`config.mk`:
```
export PLATFORM = sky130hd
export DESIGN_NAME = mem_bus_arbiter
export DESIGN_NICKNAME = d
export VERILOG_FILES = /design/src/rtl/mem_bus_pkg.sv /design/src/rtl/mem_bus_arbiter_burst_counter.sv /design/src/rtl/mem_bus_arbiter.sv
export SDC_FILE = /design/constraint.sdc
export NUM_CORES = 1
export LEC_CHECK = 0
export ABC_CLOCK_PERIOD_IN_PS = 2100
export CORE_AREA = 2 2 80 82
export DETAILED_ROUTE_END_ITERATION = 12
export DIE_AREA = 0 0 82 84
export PLACE_DENSITY = 0.79
export SLEW_MARGIN = 20
export SYNTH_ARGS = -nofsm -noshare
export SYNTH_HDL_FRONTEND = slang
export SYNTH_HIERARCHICAL = 1
export SYNTH_SLANG_ARGS = --single-unit
export TNS_END_PERCENT = 50
```
`constraint.sdc`:
```
create_clock -name clk -period 2.1 [get_ports clk]
set_input_delay 0.42 -clock clk [delete_from_list [all_inputs] [get_ports clk]]
set_output_delay 0.42 -clock clk [all_outputs]
set_load 0.01 [all_outputs]
```
`src/rtl/mem_bus_pkg.sv`:
```
// Shared types and defaults for the CPU/DMA data-memory bus arbiter.
package mem_bus_pkg;

  // Arbiter state encoding (2-bit).
  typedef enum logic [1:0] {
    S_CPU     = 2'd0,
    S_HANDOFF = 2'd1,
    S_DMA     = 2'd2,
    S_RETURN  = 2'd3
  } arb_state_e;

  // Default number of DMA words accepted per grant.
  localparam int MAX_BURST_DEFAULT  = 8;
  // Default number of CPU-busy cycles a DMA request waits before a forced handoff.
  localparam int STARVE_LIM_DEFAULT = 4;

  // A DMA cycle with both strobes high is a write.
  function automatic logic dma_write_strobe(input logic rd, input logic wr);
    return wr;
  endfunction

  // A DMA read reaches memory only when no write is requested alongside it.
  function automatic logic dma_read_strobe(input logic rd, input logic wr);
    return rd & ~wr;
  endfunction

endpackage

```
`src/rtl/mem_bus_arbiter_burst_counter.sv`:
```
// Saturating up-counter with synchronous clear; clear wins over increment.
module burst_counter #(
  parameter int MAX = 8,
  parameter int W   = $clog2(MAX + 1)
) (
  input  logic         clk,
  input  logic         rst,
  input  logic         clr,
  input  logic         inc,
  output logic [W-1:0] cnt
);

  logic [W-1:0] cnt_r;

  // Count up on inc, hold at MAX, drop to zero on clr.
  always_ff @(posedge clk or posedge rst) begin
    if (rst) begin
      cnt_r <= {W{1'b0}};
    end else if (clr) begin
      cnt_r <= {W{1'b0}};
    end else if (inc && (cnt_r != W'(MAX))) begin
      cnt_r <= cnt_r + {{(W-1){1'b0}}, 1'b1};
    end else begin
      cnt_r <= cnt_r;
    end
  end

  assign cnt = cnt_r;

endmodule

```
`src/rtl/mem_bus_arbiter.sv`:
```
// Arbitrates a single data-memory port between the CPU and a DMA master.
// The CPU owns the bus by default; DMA gets bounded bursts, bracketed by
// one-cycle handoff/return states during which the CPU is stalled.
module mem_bus_arbiter
  import mem_bus_pkg::*;
#(
  parameter int AW         = 32,
  parameter int DW         = 32,
  parameter int MAX_BURST  = MAX_BURST_DEFAULT,
  parameter int STARVE_LIM = STARVE_LIM_DEFAULT
) (
  input  logic          clk,
  input  logic          rst,
  input  logic          cpu_rd,
  input  logic          cpu_wr,
  input  logic [AW-1:0] cpu_addr,
  input  logic [DW-1:0] cpu_wdata,
  input  logic          dma_req,
  input  logic          dma_rd,
  input  logic          dma_wr,
  input  logic [AW-1:0] dma_addr,
  input  logic [DW-1:0] dma_wdata,
  output logic          mem_rd,
  output logic          mem_wr,
  output logic [AW-1:0] mem_addr,
  output logic [DW-1:0] mem_wdata,
  output logic          dma_grant,
  output logic          dma_ack,
  output logic          check_out
);

  localparam int BW = $clog2(MAX_BURST + 1);
  localparam int WW = $clog2(STARVE_LIM + 1);

  arb_state_e    state_r;
  logic          cooldown_r;
  logic          check_out_r;

  logic [BW-1:0] burst_cnt_s;
  logic [WW-1:0] wait_cnt_s;
  logic          cpu_busy_s;
  logic          dma_ack_s;
  logic          starve_s;
  logic          handoff_s;
  logic          burst_done_s;
  logic          dma_exit_s;
  logic          burst_clr_s;
  logic          wait_clr_s;

  assign cpu_busy_s   = cpu_rd | cpu_wr;
  assign dma_ack_s    = (state_r == S_DMA) & (dma_rd | dma_wr);
  assign starve_s     = (wait_cnt_s >= WW'(STARVE_LIM));
  // An idle CPU yields at once; a busy CPU yields only once DMA has starved.
  // Cooldown keeps a forced handoff off the CPU's first cycle back.
  assign handoff_s    = dma_req & (~cpu_busy_s | (starve_s & ~cooldown_r));
  // The last permitted word is still accepted in the cycle the limit is hit.
  assign burst_done_s = dma_ack_s & (burst_cnt_s == BW'(MAX_BURST - 1));
  assign dma_exit_s   = ~dma_req | burst_done_s;
  assign burst_clr_s  = (state_r != S_DMA);
  assign wait_clr_s   = (state_r != S_CPU) | ~dma_req;

  burst_counter #(.MAX(MAX_BURST), .W(BW)) u_burst_cnt (
    .clk (clk),
    .rst (rst),
    .clr (burst_clr_s),
    .inc (dma_ack_s),
    .cnt (burst_cnt_s)
  );

  burst_counter #(.MAX(STARVE_LIM), .W(WW)) u_wait_cnt (
    .clk (clk),
    .rst (rst),
    .clr (wait_clr_s),
    .inc (cpu_busy_s),
    .cnt (wait_cnt_s)
  );

  // Arbitration FSM with registered stall and cooldown flags.
  always_ff @(posedge clk or posedge rst) begin
    if (rst) begin
      state_r     <= S_CPU;
      cooldown_r  <= 1'b0;
      check_out_r <= 1'b0;
    end else begin
      case (state_r)
        S_CPU: begin
          cooldown_r <= 1'b0;
          if (handoff_s) begin
            state_r     <= S_HANDOFF;
            check_out_r <= 1'b1;
          end else begin
            state_r     <= S_CPU;
            check_out_r <= 1'b0;
          end
        end
        S_HANDOFF: begin
          state_r     <= S_DMA;
          cooldown_r  <= 1'b0;
          check_out_r <= 1'b1;
        end
        S_DMA: begin
          cooldown_r  <= 1'b0;
          check_out_r <= 1'b1;
          if (dma_exit_s) begin
            state_r <= S_RETURN;
          end else begin
            state_r <= S_DMA;
          end
        end
        S_RETURN: begin
          state_r     <= S_CPU;
          cooldown_r  <= 1'b1;
          check_out_r <= 1'b0;
        end
        default: begin
          state_r     <= S_CPU;
          cooldown_r  <= 1'b0;
          check_out_r <= 1'b0;
        end
      endcase
    end
  end

  // Memory port mux: CPU in S_CPU, DMA in S_DMA, quiet otherwise.
  always_comb begin
    mem_rd    = 1'b0;
    mem_wr    = 1'b0;
    mem_addr  = {AW{1'b0}};
    mem_wdata = {DW{1'b0}};
    dma_grant = 1'b0;
    dma_ack   = 1'b0;
    case (state_r)
      S_CPU: begin
        mem_rd    = cpu_rd;
        mem_wr    = cpu_wr;
        mem_addr  = cpu_addr;
        mem_wdata = cpu_wdata;
      end
      S_DMA: begin
        mem_rd    = dma_read_strobe(dma_rd, dma_wr);
        mem_wr    = dma_write_strobe(dma_rd, dma_wr);
        mem_addr  = dma_addr;
        mem_wdata = dma_wdata;
        dma_grant = 1'b1;
        dma_ack   = dma_ack_s;
      end
      default: begin
        mem_rd    = 1'b0;
        mem_wr    = 1'b0;
        mem_addr  = {AW{1'b0}};
        mem_wdata = {DW{1'b0}};
        dma_grant = 1'b0;
        dma_ack   = 1'b0;
      end
    endcase
  end

  assign check_out = check_out_r;

endmodule

```
==> flow_metrics.tcl <==
set metrics [dict create \
    crit_chain "inv_2 > ha_4 > buf_4 > clkbuf_16 > a22o_1 > clkdlybuf4s15_1" \
    die_h_microns 84 \
    clock-skew-final_ns 0.00256 \
    required_ns 1.68 \
    place_inst 421 \
    grt_pass1_vias 2092 \
    boundaryPins 204 \
    track_usage_pct 20.5 \
    hold_viol_final 0 \
    layout_min_cycle_time_ns 2.08 \
    drc 0 \
    place_area_sq_mm 0.00348 \
    postSynthAreaPerCell_sq_um 9.32 \
    numCtsBuffers 3 \
    synth_fp_nets 293 \
    root_buffer "clkbuf_8" \
    fin_util_pct 58.5 \
    num_vias 2137 \
    p_leak_nw 1.69 \
    r2r_slack_ns 0.30 \
    dr.first_iter.drc_count 33 \
    gp_routability_congestion 0.862 \
    synth-edff-count 0 \
    ys_ff_latch 11 \
    wl_per_cell_microns 18.3 \
    start_kind "register" \
    stdcell_count 437 \
    worstSetupPathType "reg -> out" \
    grt_pass1_wl_mm 10.8 \
    antenna_found_initial 0 \
    critPathMaxFanout 12 \
    fill_cells 581 \
    io_buffer_count 203 \
    drv_cap 0 \
    timing.rr.start "state_r[0]" \
    vdd_drop_max_v 0.000553 \
    async_flop_share_pct 100 \
    synth_top_area_share_pct 40.7 \
    path_clk_slew_ns 0.05 \
    holdWs_ns 0.418 \
    fmax_mhz 482 \
    ys_seq_area_share_pct 19.7 \
    hpwl_mm 6.24 \
    drv_slew 0 \
    row_count 29 \
    syn2layout_area_growth_pct 155 \
    coreArea_sq_mm 0.00610 \
    clk_latency_ns 0.23 \
    ant_nets 0 \
    p_per_area_mw_per_mm2 1220 \
    hold_class "in -> async" \
    max_stage_delay_ns 0.40 \
    syn_inst 150 \
    seqCellArea_sq_um 275 \
    tightest_slew_ns 0.249 \
    fp.dieW_microns 82 \
    post_drt_via_cell_ratio 4.89 \
    start_util_pct 22.9 \
    mostFrequentLayoutCell "clkdlybuf4s50_1" \
    max_slew_margin_pct 83.3 \
    timing.final.ws_setup_ns 0.0242 \
    yosys-top-cells-area "a22o_1 (41%), dfrtp_1 (20%), buf_6 (7.3%)" \
    h-tree-depth 1 \
    reg2reg_to "u_burst_cnt/cnt[2]" \
    layout-drive-gt1-share_pct 20.6 \
    diodes 0 \
    synth_area_sq_mm 0.00140 \
    grt_max_degree 27 \
    die_area_sq_mm 0.00689 \
    firstDrtPassIters 4 \
    setup_violations 0 \
    crit_path_end_kind "output port" \
    ys.warnings.count 6 \
    critPathSlowestCell "dfrtp_1" \
    status "complete, no violations" \
    clock_sinks 11 \
    synth_ff_type "dfrtp_1" \
    yosys.area.top_type "a22o_1" \
    multi_input_area_sq_um 998 \
    hold_buffers 0 \
    arrival_ns 1.66 \
    synth_cell_types 30 \
    overflow 0 \
    fin_area_sq_mm 0.00356 \
    nets 504 \
    mostFrequentLayoutCells "clkdlybuf4s50_1 (135), a22o_1 (61), clkbuf_2 (38), dlygate4sd2_1 (20), dfrtp_1 (11)" \
    rsz0062_at_grt "yes" \
    clock_path_buffers 2 \
    fin_crit_sh_pct 98.8 \
    ff2ff_path_depth 8 \
    cts_tree "built" \
    dpl_worst_slack_ns -0.0400 \
    wl_mm 8.00 \
]
==> worst max-delay path by stage <==
stage                     slack, ns        from            endpoint  cells after the start
after global routing          -0.06  state_r[1]         mem_addr[4]                      6
final                          0.02  state_r[1]         mem_addr[4]                      6
after global placement        -0.03  state_r[0]       mem_wdata[26]                      5
after detailed placement      -0.04  state_r[0]       mem_wdata[23]                      5
after CTS                     -0.23  state_r[0]       mem_wdata[29]                      5
after floorplan                0.32  state_r[0]  u_burst_cnt/cnt[0]                      7
==> final cells by class <==
cell class / instances / area share, %
inverters: 12 / 1.26
well taps: 77 / 2.70
multi-input cells: 111 / 28.0
clock buffers: 4 / 1.26
flip-flops and latches: 11 / 7.72
repair buffers: 222 / 59.0
==> kinds of logic after synthesis <==
family / after synthesis / share of synthesized area [%]
AOI/OAI and AO/OA: 74 / 46.1
xor gates and xnor gates: 1 / 0.627
adders and majority gates: 8 / 7.16
buffers and inverters: 28 / 13.2
DFF: 11 / 19.7
muxes: 4 / 3.58
and+or+nand+nor: 24 / 9.67
==> critical path, delay by kind of cell, from the launching register on <==
| kind | cells | cell delay (ns) |
|---|---|---|
| flip-flops | 1 | 0.40 |
| buffers and inverters | 4 | 0.62 |
| adder cells (fa/ha/maj) | 1 | 0.19 |
| AO/OA/AOI/OAI | 1 | 0.21 |
==> report_power, final <==
| group | internal (mW) | total (mW) | leakage, nW | switching [mW] |
|---|---|---|---|---|
| combinational | 2.05 | 3.82 | 1.52 | 1.77 |
| sequential | 0.263 | 0.304 | 0.147 | 0.0413 |
| clock | 0.134 | 0.215 | 0.0228 | 0.0816 |
| total | 2.44 | 4.34 | 1.69 | 1.89 |
==> stage by stage <==
stage	power [mW]	setup TNS [ns]
2_1_floorplan	2.19	0
3_3_place_gp	4.08	-0.137
3_5_place_dp	4.10	-0.312
4_1_cts	4.13	-0.670
5_1_grt	4.63	-0.0973
6_report	4.34	0
==> cells in the mapped netlist, drive strengths merged, types with 2 or more instances <==
cell    instances
a21oi           2
dfrtp          11
o21a            2
a22o           65
mux2i           2
buf            16
mux2            2
ha              8
nand2           7
nand2b          4
a21boi          2
inv            12
nor2            4
==> flip-flops by register name, indices dropped and copies added, names as in the netlist <==
name	flops
check_out	1
cooldown_r	1
state_r	2
u_burst_cnt/cnt	4
u_wait_cnt/cnt	3
==> repair_timing <==
item                                    4_1_cts  5_1_grt
gates resized for setup                      74       91
setup buffers                                 3        5
pin swaps                                     0        1
endpoints found under the setup margin       67       38
cloned                                        1        3
==> layer usage <==
layer,share of wire (%),vias to the layer above,global-route usage [%]
met4,3.0,0,7.58
met1,36,989,22.0
met2,48,130,34.9
met5,0,-,0
met3,13,16,9.09
li1,-,1002,-
Note: power is estimated with default switching activity, not from simulation.
